**config.mk**
```make
export PLATFORM = sky130hd
export DESIGN_NAME = uncached_store_handler_flat
export DESIGN_NICKNAME = d
export VERILOG_FILES = /design/src/rtl/uncached_store_handler_if.sv /design/src/rtl/uncached_store_handler.sv /design/src/flat_wrapper.sv
export SDC_FILE = /design/constraint.sdc
export NUM_CORES = 1
export LEC_CHECK = 0
export CAP_MARGIN = 20
export CORE_UTILIZATION = 35
export DETAILED_ROUTE_END_ITERATION = 8
export GPL_TIMING_DRIVEN = 0
export PLACE_DENSITY_LB_ADDON = 0.1
export SLEW_MARGIN = 20
export SYNTH_ARGS = -nofsm -noshare
export SYNTH_HDL_FRONTEND = slang
export SYNTH_SLANG_ARGS = --single-unit
```
**constraint.sdc**
```tcl
create_clock -name clk -period 2.3 [get_ports clk]
set_input_delay 0.46 -clock clk [delete_from_list [all_inputs] [get_ports clk]]
set_output_delay 0.46 -clock clk [all_outputs]
set_load 0.01 [all_outputs]
```
**src/rtl/uncached_store_handler_if.sv**
```systemverilog
// Store-side and single-beat AXI write bundle for the uncached store handler.
// master = handler view, slave = write buffer / interconnect view.
interface uncached_store_handler_if #(
  parameter int ID_WIDTH = 4
);
  logic                w;
  logic [31:0]         addr;
  logic [31:0]         data;
  logic [1:0]          size;
  logic                ready;
  logic                busy;
  logic                bus_err;

  logic [ID_WIDTH-1:0] awid;
  logic [31:0]         awaddr;
  logic [7:0]          awlen;
  logic [2:0]          awsize;
  logic [1:0]          awburst;
  logic                awvalid;
  logic                awready;

  logic [31:0]         wdata;
  logic [3:0]          wstrb;
  logic                wlast;
  logic                wvalid;
  logic                wready;

  logic [1:0]          bresp;
  logic                bvalid;
  logic                bready;

  modport master (
    input  w, addr, data, size,
    output ready, busy, bus_err,
    output awid, awaddr, awlen, awsize, awburst, awvalid,
    input  awready,
    output wdata, wstrb, wlast, wvalid,
    input  wready,
    input  bresp, bvalid,
    output bready
  );

  modport slave (
    output w, addr, data, size,
    input  ready, busy, bus_err,
    input  awid, awaddr, awlen, awsize, awburst, awvalid,
    output awready,
    input  wdata, wstrb, wlast, wvalid,
    output wready,
    output bresp, bvalid,
    input  bready
  );
endinterface

```
**src/rtl/uncached_store_handler.sv**
```systemverilog
// Drains committed uncached stores one at a time as single-beat AXI writes,
// pulsing ready for one cycle after each B response. One transaction in flight.
module uncached_store_handler #(
  parameter int ID_WIDTH = 4,
  parameter int WR_ID    = 1
) (
  input  logic                     clk,
  input  logic                     rst,
  uncached_store_handler_if.master bus
);

  typedef enum logic [1:0] {IDLE, SEND, WAIT_B, DONE} state_t;

  typedef struct packed {
    logic [31:0] addr;
    logic [31:0] wdata;
    logic [3:0]  wstrb;
    logic [1:0]  size;
  } req_t;

  state_t          state, state_nx;
  req_t            req_q;
  logic            aw_done, w_done, bus_err_q;
  logic            aw_hs, w_hs, b_hs;
  logic [3:0]      strb_lane;
  logic [3:0][7:0] data_lane;

  // Per byte lane: strobe and replicated data. size=11 falls into the word case.
  for (genvar i = 0; i < 4; i++) begin : g_lane
    localparam logic [1:0] LANE = 2'(i);
    always_comb begin
      strb_lane[i] = 1'b1;
      data_lane[i] = bus.data[8*i +: 8];
      unique case (bus.size)
        2'b00: begin
          strb_lane[i] = (bus.addr[1:0] == LANE);
          data_lane[i] = bus.data[7:0];
        end
        2'b01: begin
          strb_lane[i] = (bus.addr[1] == LANE[1]);
          data_lane[i] = bus.data[8*LANE[0] +: 8];
        end
        default: ;
      endcase
    end
  end

  assign aw_hs = bus.awvalid & bus.awready;
  assign w_hs  = bus.wvalid  & bus.wready;
  assign b_hs  = bus.bvalid  & bus.bready;

  always_ff @(posedge clk or posedge rst) begin
    if (rst) state <= IDLE;
    else     state <= state_nx;
  end

  always_comb begin
    state_nx = state;
    unique case (state)
      IDLE:    if (bus.w) state_nx = SEND;
      SEND:    if ((aw_done | aw_hs) && (w_done | w_hs)) state_nx = WAIT_B;
      WAIT_B:  if (bus.bvalid) state_nx = DONE;
      DONE:    state_nx = IDLE;
      default: state_nx = IDLE;
    endcase
  end

  // Request is latched only in IDLE so AW/W payload is stable for the whole transaction.
  always_ff @(posedge clk or posedge rst) begin
    if (rst) begin
      req_q     <= '0;
      aw_done   <= 1'b0;
      w_done    <= 1'b0;
      bus_err_q <= 1'b0;
    end else begin
      if (state == IDLE && bus.w)
        req_q <= '{addr: bus.addr, wdata: data_lane, wstrb: strb_lane, size: bus.size};
      aw_done <= (state == SEND) ? (aw_done | aw_hs) : 1'b0;
      w_done  <= (state == SEND) ? (w_done  | w_hs)  : 1'b0;
      if (b_hs && bus.bresp != 2'b00) bus_err_q <= 1'b1;
    end
  end

  // Channel valids derive from flops only, so they drop the cycle after their own handshake.
  assign bus.awvalid = (state == SEND) & ~aw_done;
  assign bus.wvalid  = (state == SEND) & ~w_done;
  assign bus.bready  = (state == WAIT_B);
  assign bus.ready   = (state == DONE);
  assign bus.busy    = (state != IDLE);
  assign bus.bus_err = bus_err_q;

  assign bus.awid    = ID_WIDTH'(WR_ID);
  assign bus.awaddr  = req_q.addr;
  assign bus.awlen   = 8'd0;
  assign bus.awsize  = {1'b0, req_q.size};
  assign bus.awburst = 2'b01;
  assign bus.wdata   = req_q.wdata;
  assign bus.wstrb   = req_q.wstrb;
  assign bus.wlast   = 1'b1;

endmodule

```
**src/flat_wrapper.sv**
```systemverilog
// flat-port wrapper written by rule: the top's interface ports become plain ports
module uncached_store_handler_flat 
#(
  parameter int ID_WIDTH = 4,
  parameter int WR_ID    = 1
)
  (clk, rst, bus_w, bus_addr, bus_data, bus_size, bus_ready, bus_busy, bus_bus_err, bus_awid, bus_awaddr, bus_awlen, bus_awsize, bus_awburst, bus_awvalid, bus_awready, bus_wdata, bus_wstrb, bus_wlast, bus_wvalid, bus_wready, bus_bresp, bus_bvalid, bus_bready);
  uncached_store_handler_if #(.ID_WIDTH(ID_WIDTH)) bus_i ();
  input  logic clk;
  input  logic rst;
  input wire logic [$bits(bus_i.w)-1:0] bus_w;
  input wire logic [$bits(bus_i.addr)-1:0] bus_addr;
  input wire logic [$bits(bus_i.data)-1:0] bus_data;
  input wire logic [$bits(bus_i.size)-1:0] bus_size;
  output wire logic [$bits(bus_i.ready)-1:0] bus_ready;
  output wire logic [$bits(bus_i.busy)-1:0] bus_busy;
  output wire logic [$bits(bus_i.bus_err)-1:0] bus_bus_err;
  output wire logic [$bits(bus_i.awid)-1:0] bus_awid;
  output wire logic [$bits(bus_i.awaddr)-1:0] bus_awaddr;
  output wire logic [$bits(bus_i.awlen)-1:0] bus_awlen;
  output wire logic [$bits(bus_i.awsize)-1:0] bus_awsize;
  output wire logic [$bits(bus_i.awburst)-1:0] bus_awburst;
  output wire logic [$bits(bus_i.awvalid)-1:0] bus_awvalid;
  input wire logic [$bits(bus_i.awready)-1:0] bus_awready;
  output wire logic [$bits(bus_i.wdata)-1:0] bus_wdata;
  output wire logic [$bits(bus_i.wstrb)-1:0] bus_wstrb;
  output wire logic [$bits(bus_i.wlast)-1:0] bus_wlast;
  output wire logic [$bits(bus_i.wvalid)-1:0] bus_wvalid;
  input wire logic [$bits(bus_i.wready)-1:0] bus_wready;
  input wire logic [$bits(bus_i.bresp)-1:0] bus_bresp;
  input wire logic [$bits(bus_i.bvalid)-1:0] bus_bvalid;
  output wire logic [$bits(bus_i.bready)-1:0] bus_bready;
  assign bus_i.w = bus_w;
  assign bus_i.addr = bus_addr;
  assign bus_i.data = bus_data;
  assign bus_i.size = bus_size;
  assign bus_ready = bus_i.ready;
  assign bus_busy = bus_i.busy;
  assign bus_bus_err = bus_i.bus_err;
  assign bus_awid = bus_i.awid;
  assign bus_awaddr = bus_i.awaddr;
  assign bus_awlen = bus_i.awlen;
  assign bus_awsize = bus_i.awsize;
  assign bus_awburst = bus_i.awburst;
  assign bus_awvalid = bus_i.awvalid;
  assign bus_i.awready = bus_awready;
  assign bus_wdata = bus_i.wdata;
  assign bus_wstrb = bus_i.wstrb;
  assign bus_wlast = bus_i.wlast;
  assign bus_wvalid = bus_i.wvalid;
  assign bus_i.wready = bus_wready;
  assign bus_i.bresp = bus_bresp;
  assign bus_i.bvalid = bus_bvalid;
  assign bus_bready = bus_i.bready;
  uncached_store_handler #(.ID_WIDTH(ID_WIDTH), .WR_ID(WR_ID)) u_core (.clk(clk), .rst(rst), .bus(bus_i));
endmodule
```
==> results by group <==
Critical path
  – Worst flop-to-flop path endpoint: u_core.bus.wdata[27]
  – Arrival time worst endpoint: 1710 ps
  – CP startpoint kind: flip-flop
  – Reg2reg setup slack: 340 ps
  – Worst endpoint required time: 1840 ps
  – Critical Setup Path Class: reg -> out
  – Worst Setup SP: u_core.state[0]
  – Critical path peak fanout: 4
  – CP Capture Point: bus_busy
  – Reg-to-reg startpoint: u_core.state[0]
  – Element type at the critical path end: primary output
  – Number of cells on the worst reg-to-reg path: 5

Logic synthesis
  – Share of the synthesized area in the top cell type: 56.5%
  – Avg Inst Size Synth: 12.4 um2
  – Top cells by area in the synthesized netlist: dfrtp_1 (56%), mux2_2 (17%), mux2i_1 (7.5%), o21ai_0 (4.4%), buf_4 (3.6%)
  – Synthesized instance count: 268
  – Yosys top cell by area: dfrtp_1
  – YS warnings: 0
  – Share of the yosys chip area belonging to registers: 56.5%
  – Distinct cells, synth: 22
  – Total of flip-flops plus latches after synthesis: 75
  – Synthesized area: 3320 um2

Routing
  – DRC violation count after routing: 0
  – Final wirelength: 8.52 mm
  – DR pass1 iterations: 4
  – Total via count after detailed routing: 2,541
  – Initial DRC count: 47
  – Post-DR vias/cell: 4.40
  – Final antenna-violating net count: 0
  – Average detailed-routed wire length per instance: 14.7 um

Pwr
  – Clock network power share: 19.6%
  – Power density cells: 1240 nW/um2
  – IR Drop Worst-Case VDD: 0.000475 V
  – Reg power frac: 34.8%
  – Switching power of the nets: 1.99 mW
  – Gate power share: 45.6%
  – Proportion of total power due to net switching: 30.1%
  – Total Power Consumption: 6.61 mW
  – Leakage: 2.36 nW
  – Internal power of the cells: 4.62 mW

Floorplanning
  – Die X: 99.5 um
  – Standard-cell rows: 35
  – Top-level port count: 166
  – Overall die area: 9890 um2
  – Core area: 9240 um2
  – Die Y: 99.5 um
  – Initial Util: 36.0%

GRT
  – GR met1 Demand/Resource: 22.1%
  – Final global-route overflow total: 0
  – Global-route track usage on met3: 5.13%
  – Maximum number of pins on one net before global-route repair: 31
  – Combined global-route utilization of all metal layers: 17.7%
  – Grt met2 use: 29.1%
  – Number of global-route vias before repair: 2,647
  – Global-route wire length before repair: 13.3 mm
  – GR peak layer: met2
  – Initial antenna violation count: 0

Finish
  – Filler instances: 811
  – Share of post-route cells with drive strength above 1: 21.6%
  – Net count, final: 523
  – Diode insertion count for antenna repair: 0
  – Post-layout utilization of the core: 57.9%
  – Syn-to-layout area delta: 60.8%

STA
  – Worst max-slew margin expressed relative to the limit: 57.4%
  – Time the worst path needs with I/O delays and setup: 2170 ps
  – Max Slew Vio Count: 0
  – Endpoints failing hold: 0
  – Finish-stage setup viols: 0
  – Max Fclk: 460 MHz
  – RSZ-0062 raised after global routing: false
  – Transition time of the tightest slew-check pin: 638 ps
  – Final cycle utilization of the critical path: 94.5%
  – Fin Clk Skew: 10.2 ps
  – Sum of negative setup slack: 0 ps

Placed design
  – Total of buffers placed on input and output ports: 149
  – Sum of net half-perimeters after detailed placement: 6.37 mm
  – Weighted congestion at the end of routability-driven global placement: 0.743

Clock tree
  – CTS max path bufs: 2
  – Clock latency on the worst-skew pair: 340 ps
  – Post-CTS repair timing setup buffer count: 0
  – Root buffer cell: clkbuf_8
  – Cts hold-fix bufs: 0
  – Clock sink total: 75
  – CTS resizes: 0
  – H-tree levels: 3
  – Cts bufs inserted: 9
  – Clock-pin slew on the worst setup and hold paths: 80 ps
  – TritonCTS clock tree: yes

Min path
  – Hold Crit Depth: 2
  – Type of the most critical hold path: reg -> reg

Flow run
  – Max capacitance violation total: 0

Status
  – Status: completed
power groups by stage:
| stage | Clock (mW) | Sequential (mW) | Combinational (mW) |
|---|---|---|---|
| 2_1_floorplan | 0 | 2.59 | 1.03 |
| 3_5_place_dp | 0 | 2.32 | 3.04 |
| 6_report | 1.30 | 2.30 | 3.01 |
| 5_1_grt | 1.39 | 2.39 | 3.25 |
| 3_3_place_gp | 0 | 2.29 | 2.99 |
| 4_1_cts | 1.33 | 2.30 | 3.05 |
sequential cells by signal (all words and copies together), names as in the netlist:
| signal | cells |
|---|---|
| u_core.bus.awaddr | 32 |
| u_core.bus.wdata | 32 |
| u_core.bus.wstrb | 4 |
| u_core.bus.awsize | 2 |
| u_core.state | 2 |
| u_core.aw_done | 1 |
| u_core.bus.bus_err | 1 |
| u_core.w_done | 1 |
placed cells by master, fill, tap and decap left out:
cell             netlist  final
buf_12                 0      2
a222oi_1               1      1
conb_1                 2     16
clkbuf_1               4      4
o21ai_0               29     29
or2_2                  1      1
o22ai_1                1      1
nor2_2                 1      1
mux2i_1               25     25
clkbuf_8               0     12
nor2_1                 1      1
ha_4                   0      1
inv_2                  0      1
inv_1                  7      5
buf_4                 16     16
dfrtp_1               75     75
o21a_1                 2      2
nand2b_1               2      2
a21oi_1                4      4
nand2_1               30     30
mux2_2                49     49
o211ai_1               1      1
bufinv_16              0      3
clkinvlp_4             0      1
mux2_1                 1      1
buf_2                  9      9
clkdlybuf4s50_1        0    149
nor2b_1                2      2
clkinv_2               0      1
ha_1                   5      4
cells by family (layout without fill, tap and decap cells):
group | Yosys count | in the layout | synth area share, %
buf+inv | 36 | 203 | 6.21
simple gates | 37 | 37 | 4.63
compound gates | 38 | 38 | 6.13
flops | 75 | 75 | 56.5
other cells | 2 | 16 | 0.226
mux | 75 | 75 | 24.5
fa+ha+maj | 5 | 5 | 1.88
worst min-delay path by stage:
stage | from | to | slack (ps)
finish | u_core.bus.awaddr[1] | u_core.bus.awaddr[1] | 480
global route | u_core.bus.bus_err | u_core.bus.bus_err | 510
CTS | u_core.bus.bus_err | u_core.bus.bus_err | 490
detailed placement | u_core.bus.bus_err | u_core.bus.bus_err | 460
global placement | u_core.bus.bus_err | u_core.bus.bus_err | 460
floorplan | u_core.aw_done | u_core.aw_done | 490
metrics by stage:
| stage | cell area [um2] | instances | hold slack (ps) | worst slack (ps) |
|---|---|---|---|---|
| floorplan | 3380 | 282 | 486 | 701 |
| global placement | 5030 | 560 | 455 | 18.8 |
| detailed placement | 5070 | 562 | 463 | 183 |
| CTS | 5330 | 578 | 485 | 8.58 |
| global route | 5350 | 578 | 507 | 21.2 |
| finish | 5350 | 578 | 480 | 126 |
Yosys cell counts:
master / instances
nor2_2: 1
o22ai_1: 1
a21oi_1: 4
buf_4: 16
mux2i_1: 25
ha_1: 5
nand2b_1: 2
or2_2: 1
o21a_1: 2
nor2b_1: 2
conb_1: 2
dfrtp_1: 75
mux2_2: 49
buf_2: 9
nor2_1: 1
a222oi_1: 1
o211ai_1: 1
o21ai_0: 29
mux2_1: 1
nand2_1: 30
clkbuf_1: 4
inv_1: 7
final cells by class:
cell class	instances	area [um2]	share of cell area, %
Timing Repair Buffer	151	1530	28.6
Multi-Input combinational cell	171	1310	24.4
Sequential cell	75	1880	35.1
Tap cell	129	161	3.02
Clock buffer	12	165	3.09
Clock inverter	4	95.1	1.78
Buffer	29	180	3.37
Inverter	7	30.0	0.562
critical path, stage by stage (launching register included):
cell	delay, ps
dfrtp_1	430
inv_1	120
ha_1	240
inv_1	60
clkdlybuf4s50_1	530
routing by layer:
| layer | part of all wire (%) | vias up |
|---|---|---|
| met2 | 49 | 90 |
| met3 | 6.3 | 9 |
| met5 | 0 | - |
| li1 | - | 1233 |
| met4 | 1.2 | 0 |
| met1 | 44 | 1209 |
(Power assumes the default switching activity.)
